--- config.mk ---
export PLATFORM = sky130hd
export DESIGN_NAME = mem_arbiter
export DESIGN_NICKNAME = d
export VERILOG_FILES = /design/src/rtl/mem_arbiter_pkg.sv /design/src/rtl/mem_outstanding_ctr.sv /design/src/rtl/mem_arbiter.sv
export SDC_FILE = /design/constraint.sdc
export NUM_CORES = 1
export LEC_CHECK = 0
export BUFFER_PORTS_ARGS = -buffer_cell sky130_fd_sc_hd__buf_2
export CAP_MARGIN = 15
export CORE_MARGIN = 2
export CORE_UTILIZATION = 35
export DETAILED_ROUTE_END_ITERATION = 6
export PLACE_DENSITY = 0.81
export SYNTH_ARGS = -nofsm -noshare
export SYNTH_HDL_FRONTEND = slang
export SYNTH_SLANG_ARGS = --single-unit
--- constraint.sdc ---
create_clock -name clk -period 2.3 [get_ports clk]
set_input_delay 0.345 -clock clk [delete_from_list [all_inputs] [get_ports clk]]
set_output_delay 0.345 -clock clk [all_outputs]
set_load 0.02 [all_outputs]
--- src/rtl/mem_arbiter_pkg.sv ---
// Shared types for the main-memory arbiter.
//   arb_state_e : arbiter FSM states
//   owner_e     : which cache currently owns (or last owned) the memory port
//   d_wins()    : IDLE arbitration decision, alternating on ties
package mem_arbiter_pkg;

    typedef enum logic [1:0] {
        ARB_IDLE  = 2'd0,
        ARB_GNT_I = 2'd1,
        ARB_GNT_D = 2'd2,
        ARB_DRAIN = 2'd3
    } arb_state_e;

    typedef enum logic {
        OWNER_I = 1'b0,
        OWNER_D = 1'b1
    } owner_e;

    // On a tie the side that did not win last time gets the port.
    function automatic logic d_wins(input logic i_req, input logic d_req, input owner_e last);
        return d_req && (!i_req || last == OWNER_I);
    endfunction

endpackage

--- src/rtl/mem_outstanding_ctr.sv ---
// Outstanding-read counter for the memory arbiter.
//   clk, rst  : clock, synchronous active-high reset
//   inc       : a granted read was issued this cycle
//   dec       : a read word returned this cycle
//   zero_nxt  : counter will be zero after this cycle's update
//   ovf       : this increment would take the count past LIMIT
//   unf       : a word returned with nothing outstanding
module mem_outstanding_ctr #(
    parameter int OUT_W = 3,
    parameter int LIMIT = 5
) (
    input  logic clk,
    input  logic rst,
    input  logic inc,
    input  logic dec,
    output logic zero_nxt,
    output logic ovf,
    output logic unf
);

    localparam logic [OUT_W-1:0] LIM = OUT_W'(LIMIT);

    logic [OUT_W-1:0] cnt;
    logic [OUT_W-1:0] cnt_nxt;

    // Saturating at both ends: an underflow leaves the count at zero and
    // an overflow never wraps back to a small value.
    always_comb begin
        cnt_nxt = cnt;
        if (inc && !dec && cnt != '1)
            cnt_nxt = cnt + 1'b1;
        else if (dec && !inc && cnt != '0)
            cnt_nxt = cnt - 1'b1;
    end

    assign zero_nxt = (cnt_nxt == '0);
    assign ovf      = inc && !dec && (cnt >= LIM);
    // A return with an empty counter is a protocol error even when a new
    // read issues in the same cycle; the memory cannot answer that fast.
    assign unf      = dec && (cnt == '0);

    always_ff @(posedge clk) begin
        if (rst)
            cnt <= '0;
        else
            cnt <= cnt_nxt;
    end

endmodule

--- src/rtl/mem_arbiter.sv ---
// Arbiter for the single multicycle main-memory port shared by the I-cache
// fill FSM and the D-cache fill / write-through path. One owner at a time,
// held for the whole burst including returning data.
//   clk, rst                      : clock, synchronous active-high reset
//   i_busy, i_read_req, i_mem_addr: I-cache fill request, read strobe, address
//   d_busy, d_read_req, d_wrt_mem : D-cache fill request, read strobe, write strobe
//   d_mem_addr, d_wdata           : D-cache address and write data
//   mem_rdata, mem_valid          : memory read return
//   i_grant, d_grant              : current owner with issue rights
//   mem_addr/en/wr/wdata          : memory request port
//   i_data_valid, d_data_valid    : returning word routed to its owner
//   mem_data                      : read data pass-through to both caches
//   err                           : sticky protocol error (counter over/underflow)
module mem_arbiter
    import mem_arbiter_pkg::*;
#(
    parameter int ADDR_W      = 16,
    parameter int DATA_W      = 16,
    parameter int MEM_LATENCY = 4,
    parameter int OUT_W       = 3
) (
    input  logic              clk,
    input  logic              rst,
    input  logic              i_busy,
    input  logic              i_read_req,
    input  logic [ADDR_W-1:0] i_mem_addr,
    input  logic              d_busy,
    input  logic              d_read_req,
    input  logic              d_wrt_mem,
    input  logic [ADDR_W-1:0] d_mem_addr,
    input  logic [DATA_W-1:0] d_wdata,
    input  logic [DATA_W-1:0] mem_rdata,
    input  logic              mem_valid,
    output logic              i_grant,
    output logic              d_grant,
    output logic [ADDR_W-1:0] mem_addr,
    output logic              mem_en,
    output logic              mem_wr,
    output logic [DATA_W-1:0] mem_wdata,
    output logic              i_data_valid,
    output logic              d_data_valid,
    output logic [DATA_W-1:0] mem_data,
    output logic              err
);

    arb_state_e state;
    owner_e     owner;
    owner_e     last;

    logic i_req, d_req;
    logic issue;
    logic zero_nxt, ovf, unf;

    assign i_req = i_busy;
    assign d_req = d_busy | d_wrt_mem;

    // Grants decode straight from the state flops, so they change only on
    // a clock edge; non-owner strobes are masked here and never reach memory.
    assign i_grant   = (state == ARB_GNT_I);
    assign d_grant   = (state == ARB_GNT_D);
    assign mem_en    = (i_grant && i_read_req) || (d_grant && (d_read_req || d_wrt_mem));
    assign mem_wr    = d_grant && d_wrt_mem;
    assign mem_addr  = i_grant ? i_mem_addr : (d_grant ? d_mem_addr : '0);
    assign mem_wdata = mem_wr ? d_wdata : '0;

    // A write takes priority over a same-cycle read strobe, so only a
    // pure read counts as outstanding.
    assign issue = (i_grant && i_read_req) || (d_grant && d_read_req && !d_wrt_mem);

    // Owner stays valid through DRAIN so in-flight words still get routed;
    // in IDLE any return is stray and goes nowhere.
    assign i_data_valid = mem_valid && (state != ARB_IDLE) && (owner == OWNER_I);
    assign d_data_valid = mem_valid && (state != ARB_IDLE) && (owner == OWNER_D);
    assign mem_data     = mem_rdata;

    mem_outstanding_ctr #(
        .OUT_W (OUT_W),
        .LIMIT (MEM_LATENCY + 1)
    ) u_ctr (
        .clk      (clk),
        .rst      (rst),
        .inc      (issue),
        .dec      (mem_valid),
        .zero_nxt (zero_nxt),
        .ovf      (ovf),
        .unf      (unf)
    );

    always_ff @(posedge clk) begin
        if (rst) begin
            state <= ARB_IDLE;
            owner <= OWNER_I;
            last  <= OWNER_I;
            err   <= 1'b0;
        end else begin
            err <= err | ovf | unf;
            case (state)
                ARB_IDLE: begin
                    if (d_wins(i_req, d_req, last)) begin
                        state <= ARB_GNT_D;
                        owner <= OWNER_D;
                        last  <= OWNER_D;
                    end else if (i_req) begin
                        state <= ARB_GNT_I;
                        owner <= OWNER_I;
                        last  <= OWNER_I;
                    end
                end
                // Leaving on zero_nxt lets a request drop coincide with the
                // last return and skip DRAIN entirely.
                ARB_GNT_I: if (!i_req) state <= zero_nxt ? ARB_IDLE : ARB_DRAIN;
                ARB_GNT_D: if (!d_req) state <= zero_nxt ? ARB_IDLE : ARB_DRAIN;
                ARB_DRAIN: if (zero_nxt) state <= ARB_IDLE;
                default:   state <= ARB_IDLE;
            endcase
        end
    end

endmodule
# After elaboration in Yosys (flattened, before gate mapping)
# Cells that the tools add are included.
# totals
regBits,7
output_inout_bits,55
# op_classes
magnitude_cmp,1
reduce_logical,31
n_eq_ne,8
bitwise,4
mux,14
n_addsub,2
# op_table
cell,n
$mux 16,3
$logic_and 1x1->1,15
$mux 2,6
$pmux 2 s4,1
$logic_not 3->1,2
$mux 3,2
$ne 2x2->1 const B,3
$ne 3x3->1 const B,2
$eq 2x2->1 const B,2
$logic_not 1->1,4
$logic_or 1x1->1,4
$reduce_and 4->1,1
$reduce_bool 2->1,2
$add 3x1->3 const B,1
$ge 3x3->1 const B,1
$or 1x1->1,3
$reduce_bool 3->1,1
$sub 3x1->3 const B,1
$eq 2x1->1 const B,1
$logic_not 2->1,1
$mux 1,2
$reduce_and 2->1,1
$not 1->1,1

# Depth between registers and ports, before layout
# Gate-level depths: netlist (run 1).
# logic_depth
depth_word,13
ltp_mapped,8
depth_no_buf,7

# Cells and area by module
# From an unflattened synthesis (run 1), not the netlist that was laid out.
# unflattened
hier_cells,162
area_unflattened_um2,1104.8
# modules_own_cells
module,n_inst,area_per_inst_um2,seq_area_each_um2,cells_each
mem_arbiter,1,807.0,80.1,128
mem_outstanding_ctr,1,297.8,60.1,34

# Worst setup path after synthesis (run 1)
# No wires, ideal clock.
# synth_timing
path_type,reg2out
startpoint,reg state[0]
endpoint,out mem_addr[10]
setup_slack_ns,0.255
stages_incl_launch_ff,7
arrival_ns,1.700
n_path_buf,2
required_time_ns,1.955
path_cell_list,dfxtp_1 inv_1 ha_1 buf_6 clkbuf_1 nand2_1 o21ai_0
# synth_via
elab_chain_len,3
elab_cells_between_ends,4
classes_between,2 x eq/ne; 2 x mux
# synth_rtl
item,line,text
start: declaration,mem_arbiter.sv:46,arb_state_e state;
start signal: assignment,mem_arbiter.sv:111,ARB_GNT_I: if (!i_req) state <= zero_nxt ? ARB_IDLE : ARB_DRAIN;
start signal: assignment,mem_arbiter.sv:112,ARB_GNT_D: if (!d_req) state <= zero_nxt ? ARB_IDLE : ARB_DRAIN;
$eq 2x2->1,mem_arbiter.sv:60,assign d_grant = (state == ARB_GNT_D);
net d_grant,mem_arbiter.sv:35,"output logic d_grant,"
$mux 16 (2 in a row),mem_arbiter.sv:63,assign mem_addr = i_grant ? i_mem_addr : (d_grant ? d_mem_addr : '0);
end: declaration,mem_arbiter.sv:36,"output logic [ADDR_W-1:0] mem_addr,"
# The timed path passes the listed nets, and every way through them passes these cells.

# Worst setup path in the final report (run 1)
# layout_timing
startpoint,reg state[0]
endpoint,out mem_addr[1]
# layout_via
elab_chain_len,3
elab_cells_between_ends,4
classes_between,2 x eq/ne; 2 x mux
# layout_rtl
item,line
$eq 2x2->1,mem_arbiter.sv:60
$mux 16,mem_arbiter.sv:63
$mux 16 (*),mem_arbiter.sv:63
# Mark *: on every way between the ends. The rest lies on a longest branch, timed or not.

==> impl_metrics.toml, run 1 <==
[yosys]
synth_top_family_by_area = "simple AND/OR/NAND/NOR gates"
synthesis.instances = 172
ys_ff_latch = 7
async_flop_share_pct = 0
yosysSeqAreaShare_pct = 11.8
synth-simple-area-share_pct = 36.8
synth_fa_ha_area_share_pct = 9.47
synthXorXnorAreaFrac_pct = 0.737
syn_area_sq_um = 1190
ys.flop_type = "dfxtp_1"
yosys_warnings = 0
synth_fp_nets = 253
ys_types = 40
synth-edff-count = 0
synth.mux.area_fraction_pct = 1.68
synth_compound_area_share_pct = 23.6
postSynthAreaPerCell_sq_um = 6.91

[setup_path]
critPathMaxFanout = 35
cp_top_family = "buffers and inverters"
crit_chain = "inv_1 > ha_1 > buf_6 > nand2_1 > o21ai_0 > buf_2"
cp-start-kind = "flop"
crit_buf_inv = 3
slowest_delay_ns = 0.33
crit_slowest_cell = "dfxtp_1"
crit_arrival_ns = 1.71
crit_required_ns = 1.96
critPathKind = "flop to primary output"
endpoint_kind = "primary output"

[placement]
place_hpwl_um = 2630
io_buffers = 94
gp_congestion = 0.858
dp.cells = 288

[cts]
ctsHoldBuffers = 0
cts_setup_buffers = 0
clockBufferDepth = 2
cts_tree = "built"
numCtsBuffers = 3
clk-insertion-delay-late_ns = 0.26
ctsHtreeMaxLevel = 1
clock-sinks = 7
root_buffer = "clkbuf_4"
clkTransAtPathRegs_ns = 0.05

[power]
switching_power_mw = 0.780
p_per_area_nw_per_um2 = 919
switching_share_pct = 53.1
pwr-share-clk_pct = 7.8
cellLeakagePower_nw = 0.919
ir_worst_vdd_v = 0.000340
p_int_mw = 0.690
seqPwrFrac_pct = 14.7
power_frac_comb_pct = 77.5

[finish]
final_cells = 292
multi_input_area_sq_um = 860
fin_util_pct = 48.3
diodes = 0
n_fill_cell = 350
area_delta_synth_final_pct = 34.5
register_area_sq_um = 140
fin_nets = 328
drive_gt1_share_pct = 43.5

[floorplanning]
start_util_pct = 35.9
die-area_sq_um = 3880
io_pins = 127
die_w_um = 62.3
fp.dieH_um = 62.3
core_area_sq_um = 3310
num_rows = 21

[grt]
antenna_found_initial = 0
grt_pass1_vias = 1284
grt_start_max_net_pins = 36
grt_pass1_wl_um = 5440
overflow = 0
grt_util_all_layers_pct = 16.5

[timing]
finClkSkew_ns = 0.00189
hold_viol = 0
period_minus_slack_ns = 2.06
slew_headroom_pct = 62.3
tns_ns = 0
setup_viol = 0
max_freq_mhz = 486
slew_violations = 0
rsz0062_at_grt = "false"
worst_slew_pin_slew_ns = 0.558
timing.final.crit_share_pct = 89.4

[worst_hold_path]
min-delay-path-class = "primary input to flop"

[flow_run]
max-cap-violations = 0

[detailed_routing]
vias = 1419
drt_iter0_markers = 51
dr.pass1.iters = 4
via_per_inst = 4.86
wl_per_cell_um = 10.9
postRouteWirelength_um = 3200
ant_nets = 0
drc = 0

[status]
run_status = "complete, no violations"
[path summary, 6_finish.rpt]
kind,end,slack (ns),start,cells past startpoint
max,mem_addr[1],0.24,state[0],6
min,last,0.37,i_busy,2
max reg2reg,state[1],0.37,state[1],7
min reg2reg,err,0.49,err,2
[cells in the final DEF, fill, tap and decap left out, types with 3 or more instances in the layout]
master and n:
buf_2 94, nand2_1 37, o21ai_0 22, and3_1 16
ha_1 9, nor2_1 8, dfxtp_1 7, a21oi_1 6
inv_1 5, clkbuf_4 3
[final cells by class]
class,instances,share of cell area [%]
multi-input cells,133,53.8
well taps,46,3.60
flip-flops and latches,7,8.76
inverters,5,1.17
repair buffers,97,31.1
clock buffers,4,1.64
[power by group through the flow]
| stage | Combinational, mW | Clock, mW | Sequential (mW) |
|---|---|---|---|
| 6_report | 1.14 | 0.115 | 0.215 |
| 5_1_grt | 1.27 | 0.129 | 0.224 |
| 4_1_cts | 1.14 | 0.117 | 0.215 |
| 3_5_place_dp | 1.14 | 0 | 0.218 |
| 3_3_place_gp | 1.12 | 0 | 0.214 |
| 2_1_floorplan | 0.886 | 0 | 0.209 |
[metrics by stage]
step | hold slack (ns) | cell area, sq um | total power [mW] | setup WS, ns
after global placement | 0.465 | 1570 | 1.33 | 0.441
final | 0.374 | 1600 | 1.47 | 0.243
after detailed placement | 0.481 | 1570 | 1.35 | 0.363
after CTS | 0.372 | 1600 | 1.47 | 0.155
after global routing | 0.377 | 1600 | 1.63 | 0.0564
after floorplan | 0.460 | 1190 | 1.10 | 0.255
[cells by family after synthesis]
| kind of cell | count (synthesis) |
|---|---|
| multiplexers | 2 |
| flip-flops | 7 |
| buffers and inverters | 32 |
| AND/OR/NAND/NOR | 81 |
| AO/OA/AOI/OAI | 40 |
| XOR/XNOR | 1 |
| adder cells (fa/ha/maj) | 9 |
[sequential cells by signal (all words and copies together), names as in the netlist]
name,count
last,1
state,2
err,1
u_ctr.cnt,3
[routing by layer]
layer | global-route usage, % | up-vias | routed length, um
met5 | 0 | - | 0
met4 | 5.83 | 0 | 41
met3 | 4.53 | 5 | 280
met2 | 28.0 | 61 | 1540
met1 | 20.1 | 624 | 1330
li1 | - | 729 | -
[cells in the mapped netlist (2+ instances only)]
cell / count / area share (%)
nand2_1: 37 / 12
nand3b_1: 2 / 1.3
a21oi_1: 6 / 2.5
a311oi_1: 2 / 1.5
clkbuf_1: 8 / 2.5
nand2b_1: 2 / 1.1
o21ai_0: 22 / 9.3
and3_1: 16 / 8.4
nand4b_1: 2 / 1.5
buf_4: 16 / 10
or2_1: 2 / 1.1
ha_1: 9 / 9.5
a211o_1: 2 / 1.5
dfxtp_1: 7 / 12
inv_1: 5 / 1.6
nor2_1: 8 / 2.5
and2_1: 2 / 1.1
mux2i_1: 2 / 1.7
[worst reg2reg max path: cells and delay by family, from the launching register on]
family	cells	cell delay, ns
flops	1	0.34
fa+ha+maj	1	0.31
buf+inv	1	0.11
simple gates	2	0.34
mux	1	0.19
compound gates	2	0.57
[timing repair]
item	4_1_cts	5_1_grt
endpoints found under the setup margin	0	3
gates resized for setup	0	1
endpoints found under the hold margin	0	0
Note: power is estimated with default switching activity, not from simulation.
==> inputs of run 2 (changes only) <==
CORE_ASPECT_RATIO = 1.75   (was default)
==> impl_metrics.toml, run 2 (synthesis results as in run 1) <==
[detailed_routing]
dr_wl_met2_um = 1910
wl_per_cell_um = 12.6
drc = 0
postRouteWirelength_um = 3680
routed.top_layer = "met4"
wl_met1_um = 1280
ant_nets = 0
via_per_inst = 4.88
dr.pass1.iters = 4
vias = 1419
drt_iter0_markers = 17
wl_met3_um = 424

[grt]
antenna_found_initial = 0
grt_util_all_layers_pct = 18.0
grt_pass1_vias = 1191
overflow = 0
grt_start_max_net_pins = 33
grt_pass1_wl_um = 5090

[timing]
worst_slew_pin_slew_ns = 0.590
rsz0062_at_grt = "false"
tns_ns = 0
slew_violations = 0
whs_ns = 0.405
timing.final.crit_share_pct = 89.8
slew_headroom_pct = 60.3
period_minus_slack_ns = 2.07
finClkSkew_ns = 0.00582
max_freq_mhz = 484
setup_viol = 0
hold_viol = 0

[setup_path]
endpoint_kind = "primary output"
reg2reg_to = "state[1]"
ff2ff_setup_slack_ns = 0.37
crit_buf_inv = 3
reg2reg_from = "state[1]"
critPathMaxFanout = 16
crit_slowest_cell = "dfxtp_1"
crit_required_ns = 1.96
slowest_delay_ns = 0.33
crit_chain = "inv_1 > ha_1 > buf_4 > nand2_1 > o21ai_0 > buf_2"
crit_arrival_ns = 1.72
critPathKind = "flop to primary output"
cp-start-kind = "flop"
ff2ff_path_depth = 7
cp_top_family = "buffers and inverters"

[worst_hold_path]
min-delay-path-class = "primary input to flop"
min-delay-start = "i_busy"
whs_path_depth = 2
worstHoldEndpoint = "last"

[finish]
fin_util_pct = 48.8
largestRegisters = "u_ctr.cnt (3), state (2)"
top_register = "u_ctr.cnt"
drive_gt1_share_pct = 43.5
fin_nets = 328
diodes = 0
largest_reg_flops = 3
n_fill_cell = 346
area_delta_synth_final_pct = 36.7
mostFrequentLayoutCells = "buf_2, nand2_1, o21ai_0, and3_1, ha_1"
layout_commonest_cell = "buf_2"

[cts]
clock-sinks = 7
clk-insertion-delay-late_ns = 0.23
ctsHoldBuffers = 0
root_buffer = "clkbuf_8"
clkTransAtPathRegs_ns = 0.04
cts_setup_buffers = 0
numCtsBuffers = 3
ctsHtreeMaxLevel = 1
clockBufferDepth = 2
post_cts_resize_count = 0
cts_tree = "built"

[floorplanning]
fp.dieH_um = 81.1
io_pins = 127
core_area_sq_um = 3330
die-area_sq_um = 3900
die_w_um = 48.1
num_rows = 28
start_util_pct = 35.7

[power]
cellLeakagePower_nw = 0.929
p_per_area_nw_per_um2 = 953
ir_worst_vdd_v = 0.000475

[flow_run]
max-cap-violations = 0

[placement]
place_hpwl_um = 3130
gp_congestion = 0.826
io_buffers = 94

[status]
run_status = "complete, no violations"
==> run 2: where the power goes <==
part           switching, mW  internal (mW)  total [mW]  leakage (nW)
Sequential            0.0482          0.166       0.214        0.0580
Clock                 0.0513          0.120       0.171        0.0228
Combinational          0.696          0.468        1.16         0.848
Total                  0.795          0.753        1.55         0.929
==> run 2: per-stage QoR <==
step	std cells	cell area (sq um)	setup slack, ns	power (mW)
finish	291	1630	0.234	1.55
global placement	287	1580	0.428	1.36
global route	291	1630	0.118	1.70
floorplan	172	1190	0.255	1.10
CTS	291	1630	0.210	1.56
detailed placement	287	1580	0.366	1.38
==> run 2: layer usage <==
metal  up-vias  global-route usage, %
met2        71                   34.9
met3         8                   5.78
met1       613                   14.9
met5         -                      0
met4         0                   7.57
li1        727                      -
==> run 2: worst register-to-register path: cells and delay by family, from the launching register on <==
family / cells / cell delay, ns
compound gates: 2 / 0.57
fa+ha+maj: 1 / 0.34
buf+inv: 1 / 0.10
flops: 1 / 0.33
mux: 1 / 0.18
simple gates: 2 / 0.34
==> run 2: final cells by class <==
cell class                      count  area, sq um  share of cell area, %
Inverter                            5         18.8                   1.15
Clock buffer                        4         45.0                   2.77
Multi-Input combinational cell    133          860                   52.9
Tap cell                           45         56.3                   3.46
Timing Repair Buffer               97          505                   31.1
Sequential cell                     7          140                   8.62
==> run 2: worst max path at each step <==
stage / end / slack (ns) / startpoint / cells after the start
finish: mem_addr[1] / 0.23 / state[0] / 6
global route: mem_addr[1] / 0.12 / state[0] / 6
floorplan: mem_addr[10] / 0.25 / state[0] / 6
CTS: mem_addr[1] / 0.21 / state[0] / 6
detailed placement: state[0] / 0.37 / state[1] / 7
global placement: state[1] / 0.43 / state[1] / 7
